**config.mk**
```make
export PLATFORM = sky130hd
export DESIGN_NAME = button_arbiter
export DESIGN_NICKNAME = d
export VERILOG_FILES = /design/src/rtl/game_pkg.sv /design/src/rtl/btn_conditioner.sv /design/src/rtl/button_arbiter.sv
export SDC_FILE = /design/constraint.sdc
export NUM_CORES = 1
export LEC_CHECK = 0
export ABC_CLOCK_PERIOD_IN_PS = 2400
export CORE_MARGIN = 2
export CORE_UTILIZATION = 40
export CTS_CLUSTER_DIAMETER = 80
export CTS_CLUSTER_SIZE = 24
export DETAILED_ROUTE_END_ITERATION = 10
export REMOVE_ABC_BUFFERS = 1
export SYNTH_ARGS = -nofsm -noshare
export SYNTH_HDL_FRONTEND = slang
export SYNTH_SLANG_ARGS = --single-unit
```
**constraint.sdc**
```tcl
create_clock -name clk -period 2.4 [get_ports clk]
set_clock_uncertainty 0.2 [all_clocks]
set_input_delay 0.48 -clock clk [delete_from_list [all_inputs] [get_ports clk]]
set_output_delay 0.48 -clock clk [all_outputs]
set_load 0.02 [all_outputs]
```
**src/rtl/game_pkg.sv**
```systemverilog
// -----------------------------------------------------------------------------
// game_pkg
//   Shared definitions for the game datapath: player-turn encodings driven by
//   game_fsm, the arbiter state encoding, and a helper that folds the unused
//   turn code onto "no player turn".
//
//   Contents:
//     TURN_NONE / TURN_P1 / TURN_P2  P_turn encodings (2'd3 behaves as NONE)
//     arb_state_t                    button_arbiter FSM states
//     normalise_turn()               maps P_turn onto one of the three codes
// -----------------------------------------------------------------------------
package game_pkg;

  localparam logic [1:0] TURN_NONE = 2'd0;
  localparam logic [1:0] TURN_P1   = 2'd1;
  localparam logic [1:0] TURN_P2   = 2'd2;

  typedef enum logic [0:0] {
    ST_IDLE    = 1'b0,
    ST_LOCKOUT = 1'b1
  } arb_state_t;

  // game_fsm never drives 2'd3 on purpose; if it ever appears, nobody has the
  // turn, so both players' presses are out of turn.
  function automatic logic [1:0] normalise_turn(input logic [1:0] p_turn);
    if ((p_turn == TURN_P1) || (p_turn == TURN_P2)) begin
      return p_turn;
    end
    return TURN_NONE;
  endfunction

endpackage

```
**src/rtl/btn_conditioner.sv**
```systemverilog
// -----------------------------------------------------------------------------
// btn_conditioner
//   Conditions one raw push-button: two-flop synchroniser, counter-based
//   debounce, and rising-edge detection of the debounced level.
//
//   Ports:
//     clk      in   system clock
//     reset_n  in   asynchronous active-low reset
//     raw      in   raw button level, asynchronous to clk
//     req      out  one-cycle pulse on a debounced 0->1 transition
//
//   Parameters:
//     DB_CYCLES  consecutive disagreeing cycles needed to flip the level (>=1)
//     CNT_W      debounce counter width, must hold DB_CYCLES
//
//   Timing: a raw level that rises in cycle 0 and stays high shows up as req
//   in cycle DB_CYCLES+2 (two sync stages plus DB_CYCLES of debounce).
// -----------------------------------------------------------------------------
module btn_conditioner
  import game_pkg::*;
#(
  parameter int DB_CYCLES = 4,
  parameter int CNT_W     = 20
) (
  input  logic clk,
  input  logic reset_n,
  input  logic raw,
  output logic req
);

  localparam logic [CNT_W-1:0] DB_LAST = CNT_W'(DB_CYCLES - 1);

  logic             sync_q1;
  logic             sync_q2;
  logic             level_q;
  logic             level_prev_q;
  logic [CNT_W-1:0] db_cnt;

  // Everything resets to 1 ("pressed"): a button held through reset looks
  // like it has always been pressed, so it produces no edge until it has
  // been released for DB_CYCLES and pressed again.
  always_ff @(posedge clk or negedge reset_n) begin
    if (!reset_n) begin
      sync_q1      <= 1'b1;
      sync_q2      <= 1'b1;
      level_q      <= 1'b1;
      level_prev_q <= 1'b1;
      db_cnt       <= '0;
    end else begin
      sync_q1      <= raw;
      sync_q2      <= sync_q1;
      level_prev_q <= level_q;

      // The counter measures how long the synchronised input has disagreed
      // with the debounced level; any agreement restarts the measurement,
      // so a glitch shorter than DB_CYCLES never reaches the level.
      if (sync_q2 != level_q) begin
        if (db_cnt == DB_LAST) begin
          level_q <= ~level_q;
          db_cnt  <= '0;
        end else begin
          db_cnt <= db_cnt + 1'b1;
        end
      end else begin
        db_cnt <= '0;
      end
    end
  end

  // Combinational edge: high only in the first cycle of a new high level.
  assign req = level_q & ~level_prev_q;

endmodule

```
**src/rtl/button_arbiter.sv**
```systemverilog
// -----------------------------------------------------------------------------
// button_arbiter
//   Conditions the start / player-1 / player-2 push-buttons and turns them
//   into single-cycle commands for game_fsm. Player presses are accepted only
//   when P_turn grants that player; out-of-turn presses are reported as
//   fouls. After every accepted command a lockout window ignores all
//   requests so game_fsm and the LFSR sampling can settle.
//
//   Ports:
//     clk        in   system clock
//     reset_n    in   asynchronous active-low reset
//     btn_start  in   raw start button (asynchronous)
//     btn_p1     in   raw player-1 button (asynchronous)
//     btn_p2     in   raw player-2 button (asynchronous)
//     P_turn     in   [1:0] turn from game_fsm (0 none, 1 P1, 2 P2, 3 none)
//     start      out  one-cycle start command
//     P1_in      out  one-cycle player-1 command
//     P2_in      out  one-cycle player-2 command
//     foul       out  [1:0] one-cycle out-of-turn flags (bit0 P1, bit1 P2)
//     busy       out  high for the LOCKOUT_CYCLES cycles after a command
//
//   Command interface: start/P1_in/P2_in/foul are registered fire-and-forget
//   pulses. There is no back-pressure; game_fsm must act on the cycle a pulse
//   is high. At most one of start/P1_in/P2_in is high in any cycle, and the
//   lockout that follows each command guarantees a gap of LOCKOUT_CYCLES+1
//   cycles before the next one.
//
//   Timeline for a command pulse in cycle P:
//     cycle P            : pulse high, FSM in LOCKOUT, busy low
//     cycles P+1..P+L    : busy high, requests dropped
//     cycle P+L+1        : back in IDLE, requests evaluated again
//   (requests arriving in cycles P..P+L are discarded, not queued)
// -----------------------------------------------------------------------------
module button_arbiter
  import game_pkg::*;
#(
  parameter int DB_CYCLES      = 4,
  parameter int LOCKOUT_CYCLES = 8,
  parameter int CNT_W          = 20
) (
  input  logic       clk,
  input  logic       reset_n,
  input  logic       btn_start,
  input  logic       btn_p1,
  input  logic       btn_p2,
  input  logic [1:0] P_turn,
  output logic       start,
  output logic       P1_in,
  output logic       P2_in,
  output logic [1:0] foul,
  output logic       busy
);

  localparam logic [CNT_W-1:0] LOCK_LAST = CNT_W'(LOCKOUT_CYCLES);

  // ---------------------------------------------------------------------------
  // Button conditioning
  // ---------------------------------------------------------------------------
  logic req_start;
  logic req_p1;
  logic req_p2;

  btn_conditioner #(
    .DB_CYCLES (DB_CYCLES),
    .CNT_W     (CNT_W)
  ) u_cond_start (
    .clk     (clk),
    .reset_n (reset_n),
    .raw     (btn_start),
    .req     (req_start)
  );

  btn_conditioner #(
    .DB_CYCLES (DB_CYCLES),
    .CNT_W     (CNT_W)
  ) u_cond_p1 (
    .clk     (clk),
    .reset_n (reset_n),
    .raw     (btn_p1),
    .req     (req_p1)
  );

  btn_conditioner #(
    .DB_CYCLES (DB_CYCLES),
    .CNT_W     (CNT_W)
  ) u_cond_p2 (
    .clk     (clk),
    .reset_n (reset_n),
    .raw     (btn_p2),
    .req     (req_p2)
  );

  // ---------------------------------------------------------------------------
  // Turn decode
  // ---------------------------------------------------------------------------
  logic [1:0] turn;
  logic       grant_p1;
  logic       grant_p2;
  logic [1:0] foul_now;

  assign turn     = normalise_turn(P_turn);
  // Only one player can hold the turn, so the two grants are exclusive.
  assign grant_p1 = req_p1 && (turn == TURN_P1);
  assign grant_p2 = req_p2 && (turn == TURN_P2);
  assign foul_now = {req_p2 && !grant_p2, req_p1 && !grant_p1};

  // ---------------------------------------------------------------------------
  // Arbiter FSM. state is the observable FSM state; busy mirrors the
  // counting phase of LOCKOUT.
  // ---------------------------------------------------------------------------
  arb_state_t       state;
  logic [CNT_W-1:0] lock_cnt;

  always_ff @(posedge clk or negedge reset_n) begin
    if (!reset_n) begin
      state    <= ST_IDLE;
      lock_cnt <= '0;
      start    <= 1'b0;
      P1_in    <= 1'b0;
      P2_in    <= 1'b0;
      foul     <= 2'b00;
      busy     <= 1'b0;
    end else begin
      // Pulses default low so every command lasts exactly one cycle.
      start <= 1'b0;
      P1_in <= 1'b0;
      P2_in <= 1'b0;
      foul  <= 2'b00;

      case (state)
        ST_IDLE: begin
          busy     <= 1'b0;
          lock_cnt <= '0;
          if (req_start) begin
            // Start wins outright; player presses in the same cycle are
            // simply dropped and are not fouls.
            start <= 1'b1;
            state <= ST_LOCKOUT;
          end else begin
            P1_in <= grant_p1;
            P2_in <= grant_p2;
            foul  <= foul_now;
            // A foul on its own does not disturb the game timing, so only
            // an accepted command starts a lockout.
            if (grant_p1 || grant_p2) begin
              state <= ST_LOCKOUT;
            end
          end
        end

        ST_LOCKOUT: begin
          // lock_cnt is 0 in the pulse cycle; busy is raised from the next
          // cycle and held for LOCKOUT_CYCLES cycles.
          if (lock_cnt == LOCK_LAST) begin
            state    <= ST_IDLE;
            busy     <= 1'b0;
            lock_cnt <= '0;
          end else begin
            busy     <= 1'b1;
            lock_cnt <= lock_cnt + 1'b1;
          end
        end

        default: begin
          state    <= ST_IDLE;
          busy     <= 1'b0;
          lock_cnt <= '0;
        end
      endcase
    end
  end

endmodule

```
==> flow_summary.yaml <==
status:
  status: "complete, no violations"
drt:
  drt-wirelength-per-cell_um: 13.44
  antenna_left: 0
  viasPerCell: 5.219
  dr_total_vias: 3408
  drtIter0Drc: 206
  dr.pass1.iters: 4
  drc: 0
  wirelength_mm: 8.774
clocking:
  post_cts_resized: 0
  clock_latency_ns: 0.35
  clk_path_buf_depth: 2
  cts_htree_levels: 3
  cts_tree: "built"
  cts_inserted_buffers: 9
  cts.clk_slew.worst_paths_ns: 0.06
  cts_sinks: 99
  postCtsSetupBuffers: 0
  clockRootBuffer: "clkbuf_16"
synth:
  yosysMostFrequentCell: "dfrtp_1"
  synth_top_area_cell: "dfrtp_1"
  ys_top_cells_by_area: "dfrtp_1 (46%), xnor2_1 (7.6%), dfstp_2 (6.7%)"
  synth_top_area_frac: 0.4628
  syn_area_um2: 4705
  synth-main-ff-cell: "dfrtp_1"
  async_flop_share: 1.000
  ys_seq_area_frac: 0.5298
  avgSynthCellArea_um2: 9.925
  ys_ff_latch: 99
  synth_edf_count: 0
  yosys-top-cells-count: "dfrtp_1 (87), nor2_1 (84), xnor2_1 (41)"
  ys_warn_count: 0
  ys_types: 40
  synthCells: 474
die:
  die_w_um: 112.5
  start_util: 0.4103
  ios: 13
  rows: 39
  fp.dieH_um: 112.5
  dieArea_um2: 12650
  core_um2: 11470
timing:
  worst_pin_slew_ns: 0.5993
  fin_ws_ns: 0.3123
  min_period_ns: 2.088
  max_freq_ghz: 0.4790
  finalCritPeriodShare: 0.8699
  rsz0062_at_grt: "false"
  slew_headroom: 0.5968
  slew_violations: 0
  setup_violations: 0
  hold_viol: 0
  tns_ns: 0
worst_setup_path:
  cp_num_buf_inv: 0
  endpoint_kind: "flip-flop"
  crit_type: "reg -> reg"
  cp.required_ns: 2.47
  rrSetupSlack_ns: 0.31
  cpPeakStageDelay_ns: 0.69
  cp_top_family: "simple AND/OR/NAND/NOR gates"
  slowest_stage: "or4_1"
  crit_chain: "nand4_2, or4_1, or3_1, a21oi_1"
  cp_max_fo: 7
  worst_ep_arrival_time_ns: 2.16
  start_kind: "flip-flop"
global_route:
  top_usage_layer: "met2"
  grt_pass1_vias: 3415
  grt_use_met1: 0.2033
  grt_use_total: 0.1548
  grt_max_degree: 40
  antenna_found_initial: 0
  grt_pass1_wl_mm: 15.88
  overflow: 0
  use_met3: 0.05346
  gr-usage-met2: 0.2406
power_and_ir_drop:
  p_per_area_nw_per_um2: 810.7
  ir_drop_mv: 0.7245
  p_leak_nw: 2.213
  fin_total_pwr_mw: 4.407
final_layout:
  area_growth_pct: 15.56
  drive_above_1_share: 0.1098
  register_area_um2: 2492
  final_util: 0.4741
  fillCellCount: 1078
  layoutNonFillerInstCount: 653
  antenna_cells: 0
  multi_input_area_um2: 2076
  nNetsFinal: 520
place:
  io_buffers: 12
  place_congestion: 0.8424
  dp_slack_ns: 0.3139
  place_inst: 636
  dp_hpwl_mm: 6.205
run:
  maxCapViolCount: 0
min_path:
  min_path_type: "reg -> reg"
## placed cells by master, fill, tap and decap left out, types with 11 or more instances in the layout
cell / instances
a21oi_1: 12
buf_4: 17
clkdlybuf4s50_1: 11
dfrtp_1: 87
dfstp_2: 12
inv_1: 25
nand2_1: 19
nand3_1: 27
nand4_1: 19
nor2_1: 84
nor3_1: 15
nor4_1: 30
o21ai_0: 13
xnor2_1: 41
xor2_1: 16
## kinds of logic (layout without fill, tap and decap cells)
group,after synthesis,after routing,share of synthesized area
buffers and inverters,35,71,0.02899
DFF,99,99,0.5298
adders and majority gates,8,8,0.02128
xor gates and xnor gates,57,57,0.1061
AOI/OAI and AO/OA,39,39,0.04947
and+or+nand+nor,230,230,0.2508
muxes,6,6,0.01356
## worst reg2reg max path, delay by kind of cell, from the launching register on
| kind | cells | cell delay, ns |
|---|---|---|
| and+or+nand+nor | 3 | 1.20 |
| DFF | 1 | 0.47 |
| AOI/OAI and AO/OA | 1 | 0.15 |
## worst paths after layout
| path | start | end | cells past startpoint |
|---|---|---|---|
| min in group asynchronous | reset_n | u_cond_p2.db_cnt[3] | 2 |
| max in group asynchronous | reset_n | u_cond_p2.db_cnt[13] | 3 |
| hold reg to reg | u_cond_p1.sync_q1 | u_cond_p1.sync_q2 | 0 |
| setup / recovery | u_cond_start.db_cnt[2] | u_cond_start.db_cnt[19] | 4 |
| setup reg to reg | u_cond_start.db_cnt[2] | u_cond_start.db_cnt[19] | 4 |
| hold / removal | u_cond_p1.sync_q1 | u_cond_p1.sync_q2 | 0 |
## metrics by stage
step,hold WS (ns),instance area (um^2)
after floorplan,-0.01559,4662
after global routing,0.1642,5436
after detailed placement,0.1468,5099
final,0.1569,5436
after CTS,0.1565,5436
after global placement,0.1469,5099
## routing by layer
metal	vias up	wire (um)	share of wire
met3	13	307	0.035
met2	41	4049	0.46
met1	1646	4281	0.49
li1	1708	-	-
met5	-	0	0
met4	0	135	0.015
## power by group
group          switching [mW]  total [mW]  internal [mW]  leakage, nW
combinational           0.472       0.781          0.309        0.735
clock                   0.629        1.58          0.948        0.156
sequential              0.177        2.05           1.87         1.32
## what timing repair did
item | CTS | global route
hold buffers | 1 | 0
setup endpoints to repair | 0 | 0
hold endpoints to repair | 30 | 0
## layout make-up
class                   instances  share of cell area
flip-flops and latches         99              0.4585
multi-input cells             340              0.3818
repair buffers                 30             0.04925
clock buffers                  11             0.04465
well taps                     143             0.03291
inverters                      25             0.01726
clock inverters                 5             0.01565
## state kept, by name, summed over array words and instances (netlist names)
name,count
lock_cnt,20
u_cond_p1.db_cnt,20
u_cond_p2.db_cnt,20
u_cond_start.db_cnt,20
foul,2
P1_in,1
P2_in,1
busy,1
start,1
state,1
u_cond_p1.level_prev_q,1
u_cond_p1.level_q,1
u_cond_p1.sync_q1,1
u_cond_p1.sync_q2,1
u_cond_p2.level_prev_q,1
u_cond_p2.level_q,1
u_cond_p2.sync_q1,1
u_cond_p2.sync_q2,1
u_cond_start.level_prev_q,1
u_cond_start.level_q,1
u_cond_start.sync_q1,1
u_cond_start.sync_q2,1
Power figures use the tool's default switching activity.
